<file path="config.mk">
export PLATFORM = sky130hd
export DESIGN_NAME = cardinal_nic_flat
export DESIGN_NICKNAME = d
export VERILOG_FILES = /design/src/rtl/cardinal_nic_if.sv /design/src/rtl/cardinal_nic.sv /design/src/flat_wrapper.sv
export SDC_FILE = /design/constraint.sdc
export NUM_CORES = 1
export LEC_CHECK = 0
export CORE_MARGIN = 1
export CORE_UTILIZATION = 48
export DETAILED_ROUTE_END_ITERATION = 10
export GPL_TIMING_DRIVEN = 1
export PLACE_DENSITY = 0.88
export SETUP_SLACK_MARGIN = 0.4
export SKIP_CTS_REPAIR_TIMING = 1
export SLEW_MARGIN = 20
export SYNTH_ARGS = -nofsm -noshare
export SYNTH_HDL_FRONTEND = slang
export SYNTH_SLANG_ARGS = --single-unit
export TNS_END_PERCENT = 20
</file>
<file path="constraint.sdc">
create_clock -name clk -period 2.8 [get_ports clk]
set_input_delay 0.7 -clock clk [delete_from_list [all_inputs] [get_ports clk]]
set_output_delay 0.7 -clock clk [all_outputs]
set_load 0.005 [all_outputs]
</file>
<file path="src/rtl/cardinal_nic_if.sv">
// ============================================================================
//  Module      : cardinal_nic_if
//  Description : Bus bundle between the cardinal NIC, the CPU load/store
//                port and the router. The NIC connects through the slave
//                modport; the CPU/router side (or a bench) uses master.
//  Ports       : addr, d_in, d_out, nicEn, nicWrEn          (CPU side)
//                net_si, net_ri, net_di, net_so, net_ro,
//                net_do, net_polarity                       (router side)
//  Revision    : 1.0 - initial release
// ============================================================================
`default_nettype none

interface cardinal_nic_if #(
  parameter int DATA_WIDTH = 64
);
  logic [1:0]            addr;
  logic [0:DATA_WIDTH-1] d_in;
  logic [0:DATA_WIDTH-1] d_out;
  logic                  nicEn;
  logic                  nicWrEn;
  logic                  net_si;
  logic                  net_ri;
  logic [0:DATA_WIDTH-1] net_di;
  logic                  net_so;
  logic                  net_ro;
  logic [0:DATA_WIDTH-1] net_do;
  logic                  net_polarity;

  modport slave (
    input  addr, d_in, nicEn, nicWrEn,
    input  net_si, net_di, net_ro, net_polarity,
    output d_out, net_ri, net_so, net_do
  );

  modport master (
    output addr, d_in, nicEn, nicWrEn,
    output net_si, net_di, net_ro, net_polarity,
    input  d_out, net_ri, net_so, net_do
  );
endinterface

`default_nettype wire

</file>
<file path="src/rtl/cardinal_nic.sv">
// ============================================================================
//  Module      : cardinal_nic
//  Description : Network interface controller for the cardinal CPU. One
//                single-entry input buffer (filled by the router) and one
//                single-entry output buffer (drained to the router), both
//                visible to the CPU through a 2-bit register map:
//                  00 input buffer (read clears input-full)
//                  01 input status  {63'b0, in_full}
//                  10 output buffer (write fills when empty)
//                  11 output status {63'b0, out_full}
//  Ports       : clk, reset (synchronous, active-high)
//                bus : cardinal_nic_if.slave (CPU access + router channels)
//  Options     : NIC_POLARITY_EN - when defined, the output packet is only
//                sent while its bit 0 matches net_polarity.
//  Revision    : 1.0 - initial release
// ============================================================================
`default_nettype none

module cardinal_nic #(
  parameter int DATA_WIDTH = 64
) (
  input wire logic     clk,
  input wire logic     reset,
  cardinal_nic_if.slave bus
);

  localparam logic [1:0] ADDR_IN_BUF   = 2'b00;
  localparam logic [1:0] ADDR_IN_STAT  = 2'b01;
  localparam logic [1:0] ADDR_OUT_BUF  = 2'b10;
  localparam logic [1:0] ADDR_OUT_STAT = 2'b11;

  logic [0:DATA_WIDTH-1] in_buf;
  logic                  in_full;
  logic [0:DATA_WIDTH-1] out_buf;
  logic                  out_full;
  logic [0:DATA_WIDTH-1] d_out_q;

  logic cpu_rd;
  logic cpu_wr;
  logic polarity_ok;
  logic accept_in;
  logic send_out;

  assign cpu_rd = bus.nicEn & ~bus.nicWrEn;
  assign cpu_wr = bus.nicEn &  bus.nicWrEn;

`ifdef NIC_POLARITY_EN
  // Bit 0 of the packet selects the virtual channel; it may only leave
  // during the router phase of matching parity.
  assign polarity_ok = (out_buf[0] == bus.net_polarity);
`else
  logic unused_polarity;
  assign unused_polarity = bus.net_polarity;
  assign polarity_ok     = 1'b1;
`endif

  // Handshakes are gated by reset so nothing is exchanged while the
  // buffers are being cleared.
  assign accept_in = bus.net_si & ~in_full & ~reset;
  assign send_out  = out_full & bus.net_ro & polarity_ok & ~reset;

  assign bus.net_ri = ~in_full & ~reset;
  assign bus.net_so = send_out;
  assign bus.net_do = out_buf;
  assign bus.d_out  = d_out_q;

  // Input channel and CPU read port. A fill cannot coincide with a
  // read-clear because net_ri is low whenever in_full is set, so the router
  // packet offered during a read-clear cycle lands one cycle later.
  always_ff @(posedge clk) begin
    if (reset) begin
      in_buf  <= '0;
      in_full <= 1'b0;
      d_out_q <= '0;
    end else begin
      if (accept_in) begin
        in_buf  <= bus.net_di;
        in_full <= 1'b1;
      end
      if (cpu_rd) begin
        case (bus.addr)
          ADDR_IN_BUF: begin
            d_out_q <= in_buf;
            if (in_full) begin
              in_full <= 1'b0;
            end
          end
          ADDR_IN_STAT:  d_out_q <= {{(DATA_WIDTH-1){1'b0}}, in_full};
          ADDR_OUT_BUF:  d_out_q <= out_buf;
          ADDR_OUT_STAT: d_out_q <= {{(DATA_WIDTH-1){1'b0}}, out_full};
          default:       d_out_q <= d_out_q;
        endcase
      end
    end
  end

  // Output channel. A write only lands in an empty buffer; the second cycle
  // of the CPU's two-cycle store sees out_full set and is dropped, and a
  // write racing a send is dropped too because out_full was still set.
  always_ff @(posedge clk) begin
    if (reset) begin
      out_buf  <= '0;
      out_full <= 1'b0;
    end else if (send_out) begin
      out_full <= 1'b0;
    end else if (cpu_wr && (bus.addr == ADDR_OUT_BUF) && !out_full) begin
      out_buf  <= bus.d_in;
      out_full <= 1'b1;
    end
  end

endmodule

`default_nettype wire
</file>
<file path="src/flat_wrapper.sv">
// flat-port wrapper written by rule: the top's interface ports become plain ports
module cardinal_nic_flat 
#(
  parameter int DATA_WIDTH = 64
)
  (clk, reset, bus_addr, bus_d_in, bus_nicEn, bus_nicWrEn, bus_net_si, bus_net_di, bus_net_ro, bus_net_polarity, bus_d_out, bus_net_ri, bus_net_so, bus_net_do);
  cardinal_nic_if #(.DATA_WIDTH(DATA_WIDTH)) bus_i ();
  input wire logic clk;
  input wire logic reset;
  input wire logic [$bits(bus_i.addr)-1:0] bus_addr;
  input wire logic [$bits(bus_i.d_in)-1:0] bus_d_in;
  input wire logic [$bits(bus_i.nicEn)-1:0] bus_nicEn;
  input wire logic [$bits(bus_i.nicWrEn)-1:0] bus_nicWrEn;
  input wire logic [$bits(bus_i.net_si)-1:0] bus_net_si;
  input wire logic [$bits(bus_i.net_di)-1:0] bus_net_di;
  input wire logic [$bits(bus_i.net_ro)-1:0] bus_net_ro;
  input wire logic [$bits(bus_i.net_polarity)-1:0] bus_net_polarity;
  output wire logic [$bits(bus_i.d_out)-1:0] bus_d_out;
  output wire logic [$bits(bus_i.net_ri)-1:0] bus_net_ri;
  output wire logic [$bits(bus_i.net_so)-1:0] bus_net_so;
  output wire logic [$bits(bus_i.net_do)-1:0] bus_net_do;
  assign bus_i.addr = bus_addr;
  assign bus_i.d_in = bus_d_in;
  assign bus_i.nicEn = bus_nicEn;
  assign bus_i.nicWrEn = bus_nicWrEn;
  assign bus_i.net_si = bus_net_si;
  assign bus_i.net_di = bus_net_di;
  assign bus_i.net_ro = bus_net_ro;
  assign bus_i.net_polarity = bus_net_polarity;
  assign bus_d_out = bus_i.d_out;
  assign bus_net_ri = bus_i.net_ri;
  assign bus_net_so = bus_i.net_so;
  assign bus_net_do = bus_i.net_do;
  cardinal_nic #(.DATA_WIDTH(DATA_WIDTH)) u_core (.clk(clk), .reset(reset), .bus(bus_i));
endmodule
</file>
; ---- After elaboration in Yosys (flattened, before gate mapping)
; Index checks and enable logic that the tools add are counted.
[word_totals]
ff_bits = 194
wordCells = 30
[op_classes]
eq_ne = 3
muxes = 5
bitwise_logic = 11
reduce_logical = 6
[op_table]
columns = operator, n
row1 = $pmux 64 s4, 1
row2 = $and 1x1->1, 7
row3 = $eq 2x2->1 const B, 2
row4 = $mux 1, 4
row5 = $not 1->1, 4
row6 = $eq 2x1->1 const B, 1
row7 = $logic_and 1x1->1, 2
row8 = $logic_not 2->1, 1
row9 = $reduce_and 2->1, 1
row10 = $reduce_or 2->1, 1
row11 = $logic_not 1->1, 1

; ---- Logic depth before layout (Yosys ltp)
; Gate-level depths: netlist of the first run.
[logic_depth]
depth_word = 7
mapped_depth = 6
depth_no_buf = 3

; ---- Worst setup path after synthesis of the first run
; Ideal clock, no wire load.
[synth_timing]
kind = input to output
startpoint = input reset
endpoint = output bus_net_so
arrival_time_ps = 1424
t_required_ps = 2100
setup_slack_ps = 676
path_stages = 4
cell_sequence = clkbuf_1 > inv_2 > clkbuf_1 > and3_1
[synth_via]
elab_chain_len = 2
[synth_rtl]
columns = element, line
row1 = from (decl), flat_wrapper.sv:9  ; input wire logic reset;
row2 = $not 1->1, cardinal_nic.sv:60  ; assign send_out = out_full & bus.net_ro & polarity_ok & ~reset;
row3 = $and 1x1->1, cardinal_nic.sv:60
row4 = to (decl), flat_wrapper.sv:20  ; output wire logic [$bits(bus_i.net_so)-1:0] bus_net_so;
; Every way passes these cells.

; ---- Worst setup path after layout of the first run
[layout_timing]
startpoint = input bus_addr[0]
endpoint = register u_core.d_out_q (netlist bit u_core.bus.d_out[35])
[layout_via]
elab_chain_len = 2
[layout_rtl]
columns = element, line
row1 = from (decl), flat_wrapper.sv:10  ; input wire logic [$bits(bus_i.addr)-1:0] bus_addr;
row2 = "$eq 2x2->1, or another cell as far along", cardinal_nic.sv:81  ; case (bus.addr)
row3 = $pmux 64 s4 *, cardinal_nic.sv:81
row4 = to (signal assigned), cardinal_nic.sv:83  ; d_out_q <= in_buf;
row5 = to (signal assigned), cardinal_nic.sv:88  ; ADDR_IN_STAT: d_out_q <= {{(DATA_WIDTH-1){1'b0}}, in_full};
row6 = to (signal assigned), cardinal_nic.sv:89  ; ADDR_OUT_BUF: d_out_q <= out_buf;
row7 = to (decl), cardinal_nic.sv:36  ; logic [0:DATA_WIDTH-1] d_out_q;
; Mark *: on every way between the ends. The rest lies on a longest branch, timed or not.
; A chain may end at the register's enable or synchronous reset.

==> results.md, run 1 <==
* Status: completed
* Top post-synthesis cells by area: dfxtp_1 53%, mux2i_1 12%, nand2_1 11%
* Final setup fails at 0
* Syn_area_per_cell at 9.34 um2
* Fin cells at roughly 1200
* Layout cell share with drive strength beyond 1 at 5.19%
* Die Area at ~0.016 mm2
* Fmax at 0.447 GHz
* Worst Path Max Fanout at 21
* Initial Util at 50.0%
* Fill cells at 1035
* Slew headroom at 48.2%
* Max VDD drop at 418 uV
* Sw frac at 22.3%
* Crit path cell chain: clkdlybuf4s50_1 > or4b_2 > buf_4 > nor2_1 > a221o_1
* Total clock sinks at 194
* Synthesis Warnings at 0
* Max Clock Skew at 7.19 ps
* Detail Placement HPWL at 13.7 mm
* Crit share post-route at 79.9%
* Final worst setup slack at approximately 560 ps
* Vias per inst at 5.28
* P_int at 4560 uW
* Cell row count at 44
* Clk Latency, worst-skew pair at 420 ps
* Area Growth Syn to Fin at 45.2%
* Hold slack at 460 ps
* Worst Path Arrival at 2600 ps
* Number of synthesized register bits at 194
* Final #Nets at 1165
* Register area at around 0.004 mm2
* First-pass GRT wire length at 33.0 mm
* Wire per inst at 16.9 um
* Largest net degree at the start of global routing at 80
* CTS Buffer Depth at 2
* CP peak stage delay at between 700 and 800 ps
* Detailed Route Iter0 Violations at 474
* Placer Congestion at 0.788
* Combinational power share at 9.6%
* Register area share after synthesis at 52.6%
* Synthesized Nets at approximately 930
* Hold WC Path Type: reg -> reg
* Sequential power share at 49.5%
* Mapped cell area at 0.00738 mm2
* Number of antenna violations at the first check in global routing at 0
* H-Tree Depth at 4
* Number of global-route vias before repair at 6229
* Critical path's slowest cell: or4b_2
* Most common cell after layout, fill and taps aside: clkdlybuf4s50_1
* Final WL at 20.6 mm
* DR pass1 iterations at 5
* Placed cell count at around 1200
* Grt total ovfl at 0
* Clock transition at path regs at 70 ps
* Power density cells at 548 mW/mm2
* Unrepaired setup endpoints after global routing: no
* CP Capture Type: flop
* Final min period at 2240 ps
* DRC viols at 0
* Port buffer count at approximately 270
* Synth area leader: dfxtp_1
* Chip Height at 126 um
* Routed Antenna Nets at 0
* Setup TNS Final at 0 ps
* Clk root buf: clkbuf_16
* Sw Pwr at 1310 uW
* Ports at 267
* Diode count at 0
* CP Class: in -> reg
* Leakage at 0.00391 uW
* Worst path top cell family by delay: simple AND/OR/NAND/NOR gates
* TritonCTS buffer count at 17
* Core Region at between 0.01 and 0.015 mm2
* Synth cell types at 27
* PnR Total Power at 5870 uW
* Max Cap Viol at 0
* Mapped Cells at 790
* Max-slew violation count at 0
* Clock network power share at 40.9%
* Pre-CTS worst setup slack at 147 ps
* Crit path buf inv count at 2
* Via count at 6465
* GRT Overall Usage at 26.5%
* Multi-input gate area at 0.00317 mm2
* Area share of the largest cell type after synthesis at 52.6%
* Final Hold Viols at 0
* Slew @ Worst Pin at a little under 800 ps
* Die span in x at 126 um
* Crit start category: input port
* Commonest non-fill, non-tap cells in the layout: 262 x clkdlybuf4s50_1, 215 x nand2_1, 194 x dfxtp_1
* WP data required at around 3200 ps
* TritonCTS clock tree: done
cell families (layout without fill, tap and decap cells):
group / after synthesis / in the layout / synth area share, %
flip-flops: 194 / 194 / 52.6
buffers and inverters: 66 / 316 / 4.71
AO/OA/AOI/OAI: 131 / 131 / 13.0
AND/OR/NAND/NOR: 314 / 314 / 18.1
multiplexers: 85 / 85 / 11.5
registers in the layout (all words and copies together), names as in the netlist:
| signal | count |
|---|---|
| u_core.bus.d_out | 64 |
| u_core.bus.net_do | 64 |
| u_core.in_buf | 64 |
| u_core.in_full | 1 |
| u_core.out_full | 1 |
cell usage after synthesis:
cell and number:
nand2b_1 43, a22o_1 1, nor4_2 1, and3_1 1, nor2_1 46, inv_1 2
nor2b_1 2, o21ai_0 64, or4b_1 2, nor2_8 1, o221ai_2 1, clkbuf_1 34
nand2_1 215, nand3_1 1, inv_2 1, buf_2 8, nor3b_1 1, buf_6 9
buf_4 6, buf_1 6, o21a_1 1, mux2i_1 85, a31oi_1 1, nor3_1 1
o2bb2ai_1 21, a221o_1 42, dfxtp_1 194
layer usage:
| metal | part of all wire [%] | up-vias | global-route usage (%) |
|---|---|---|---|
| met4 | 2.5 | 0 | 10.5 |
| met3 | 8.7 | 36 | 7.99 |
| li1 | - | 3155 | - |
| met1 | 41 | 3002 | 32.3 |
| met5 | 0 | - | 0 |
| met2 | 47 | 272 | 43.8 |
worst reg2reg max path, delay by kind of cell, from the launching register on:
kind                   cells  cell delay (ps)
buffers and inverters      1              420
multiplexers               1              260
flip-flops                 1              360
AND/OR/NAND/NOR            1              370
stage by stage:
stage          util (%)  cell area, um2
2_1_floorplan         -            7380
3_3_place_gp       68.7           10100
3_5_place_dp       68.7           10100
4_1_cts            72.6           10700
5_1_grt            72.6           10700
6_report           72.6           10700
power by group through the flow:
stage | clock, uW | combinational, uW | sequential, uW
after floorplan | 0 | 240 | 2950
after global placement | 0 | 555 | 2960
after detailed placement | 0 | 563 | 2960
after CTS | 2430 | 569 | 2900
after global routing | 2570 | 617 | 2910
final | 2400 | 566 | 2900
cell type report:
class / instances / share of cell area (%)
Clock buffer: 23 / 4.46
Clock inverter: 8 / 0.957
Inverter: 3 / 0.128
Multi-Input combinational cell: 530 / 29.6
Sequential cell: 194 / 36.2
Tap cell: 184 / 2.15
Timing Repair Buffer: 282 / 26.5
worst paths after layout:
| path | start | endpoint | slack (ps) | depth (start not counted) |
|---|---|---|---|---|
| max | bus_addr[0] | u_core.bus.d_out[35] | 560 | 5 |
| min | u_core.in_buf[59] | u_core.in_buf[59] | 460 | 2 |
| max reg2reg | u_core.out_full | u_core.bus.net_do[12] | 1310 | 3 |
| min reg2reg | u_core.in_buf[59] | u_core.in_buf[59] | 460 | 2 |
Power figures use the tool's default switching activity.
==> run 2: changes to the inputs <==
--- a/config.mk
+++ b/config.mk
@@ -6,10 +6,10 @@
 export NUM_CORES = 1
 export LEC_CHECK = 0
 export CORE_MARGIN = 1
-export CORE_UTILIZATION = 48
+export CORE_UTILIZATION = 40
 export DETAILED_ROUTE_END_ITERATION = 10
 export GPL_TIMING_DRIVEN = 1
-export PLACE_DENSITY = 0.88
+export PLACE_DENSITY = 0.79
 export SETUP_SLACK_MARGIN = 0.4
 export SKIP_CTS_REPAIR_TIMING = 1
 export SLEW_MARGIN = 20
==> constraint.sdc (replaced) <==
create_clock -name clk -period 2 [get_ports clk]
set_input_delay 0.5 -clock clk [delete_from_list [all_inputs] [get_ports clk]]
set_output_delay 0.5 -clock clk [all_outputs]
set_load 0.005 [all_outputs]
==> run 2 against run 1 <==
Net effect:
- clock power is 52% higher
- first-iteration DRC count down 47%
- largest cell class unchanged
- count of clock-buffer cells in the layout down 3
- critical path type is now reg -> out
==> results.md, run 2 (same netlist as run 1, synthesis figures left out) <==
* Status: completed
* Max Cap Viol at 0
* Critical Path Source: u_core.bus.net_do[10]
* Final setup fails at 0
* Clk root buf: clkbuf_16
* Die Area at about 0.019 mm2
* CP endpoint: bus_net_do[53]
* Critical path's slowest cell: clkdlybuf4s50_1
* Setup slack, reg-to-reg at 590 ps
* DRC viols at 0
* Number of antenna violations at the first check in global routing at 1
* Clock transition at path regs at 70 ps
* Ports at 267
* Slew headroom at 56.0%
* DR pass1 iterations at 7
* Max-slew violation count at 0
* Commonest non-fill, non-tap cells in the layout: 251 x clkdlybuf4s50_1, 215 x nand2_1, 191 x dfxtp_1
* WP data required at 1500 ps
* Pre-CTS worst setup slack at -340 ps
* Placer Congestion at 0.748
* Initial Util at 41.0%
* Crit path cell chain: clkdlybuf4s50_1
* CP Class: reg -> out
* Worst path top cell family by delay: buffers and inverters
* Final Hold Viols at 0
* Hold WC Path Type: reg -> reg
* Final worst setup slack at between 100 and 150 ps
* CP peak stage delay at 530 ps
* Core Region at 0.0180 mm2
* Via count at 6476
* H-Tree Depth at 4
* Worst Path Max Fanout at 3
* Detail Placement HPWL at between 10 and 15 mm
* Layout cell share with drive strength beyond 1 at about 7.5%
* Total clock sinks at 194
* Worst Path Arrival at 1350 ps
* Crit path buf inv count at 1
* Power density cells at 771 mW/mm2
* Grt total ovfl at 0
* R2R depth at 4
* Die span in x at 138 um
* Wire per inst at 16.2 um
* Worst flop-to-flop path startpoint: u_core.out_full
* Final min period at about 1900 ps
* Final WL at 20.8 mm
* Vias per inst at 5.03
* Clk Latency, worst-skew pair at 420 ps
* Slew @ Worst Pin at 659 ps
* Chip Height at around 140 um
* Area after DPL at 0.0104 mm2
* Cell row count at 49
* TritonCTS clock tree: done
* Largest net degree at the start of global routing at 153
* CTS Buffer Depth at 2
* Max VDD drop at between 500 and 600 uV
* Routed Antenna Nets at 0
* CP Capture Type: primary output
* First-pass GRT wire length at 31.5 mm
* Unrepaired setup endpoints after global routing: yes
* Leakage at 0.00422 uW
* Detailed Route Iter0 Violations at 251
* Fmax at 0.539 GHz
* TritonCTS buffer count at 17
* Final #Nets at 1182
* Design area at 0.0111 mm2
* Crit start category: flop
* Area Growth Syn to Fin at 49.8%
* Port buffer count at 265
* Crit share post-route at between 90 and 100%
* R2R Path End: u_core.bus.net_do[49]
* GRT Overall Usage at 21.6%
* Max Clock Skew at a little over 9 ps
* Most common cell after layout, fill and taps aside: clkdlybuf4s50_1
* Critical path depth in cells at 1
* Number of global-route vias before repair at 6044
[run 2: cell count changes in the layout (fill, tap and decap cells not counted), moves of 2 or more]
cell,delta
buf_4,+11
dlymetal6s2s_1,+11
clkbuf_1,-3
dfxtp_1,-3
inv_6,+4
or4b_4,+2
dfxtp_2,+3
clkdlybuf4s50_1,-11
buf_12,+5
[run 2: worst min-delay path by stage]
stage	endpoint	startpoint	depth (start not counted)	slack, ps
2_1_floorplan	u_core.in_buf[13]	u_core.in_buf[13]	2	440
4_1_cts	u_core.bus.d_out[63]	bus_addr[1]	3	450
6_report	u_core.in_buf[31]	u_core.in_buf[31]	2	460
3_3_place_gp	u_core.in_buf[28]	u_core.in_buf[28]	2	440
3_5_place_dp	u_core.bus.d_out[5]	u_core.bus.d_out[5]	1	450
5_1_grt	u_core.in_buf[28]	u_core.in_buf[28]	2	480
[run 2: metal layers]
| metal | routed length (um) | GRT usage (%) | vias to the layer above | part of all wire, % |
|---|---|---|---|---|
| met2 | 10100 | 36.4 | 215 | 49 |
| li1 | - | - | 3198 | - |
| met4 | 224 | 7.43 | 0 | 1.1 |
| met3 | 1630 | 6.58 | 17 | 7.8 |
| met5 | 0 | 0 | - | 0 |
| met1 | 8850 | 26.1 | 3046 | 43 |
[run 2: area by class of cell]
cell class / instances / area [um2]
tap: 229 / 287
sequential: 194 / 3890
fill: 1501 / 6970
timing repair buffer: 299 / 3060
inverter: 3 / 13.8
multi-input combinational: 530 / 3180
antenna: 1 / 2.50
clock inverter: 12 / 165
clock buffer: 20 / 467
[run 2: where the power goes]
| group | internal (uW) | leakage (uW) | switching, uW |
|---|---|---|---|
| Clock | 2100 | 0.000306 | 1540 |
| Sequential | 3990 | 0.00158 | 64.5 |
| Combinational | 475 | 0.00233 | 353 |
| Total | 6570 | 0.00422 | 1960 |
[run 2: stage by stage]
step	hold slack, ps	utilization (%)	power, uW	std cells	TNS, ps
floorplan	435	-	4480	790	0
global placement	444	57.6	4960	1255	-21480
detailed placement	447	57.6	4980	1255	-24620
CTS	452	61.1	8600	1287	-153
global route	483	61.3	8850	1288	0
finish	459	61.3	8520	1288	0
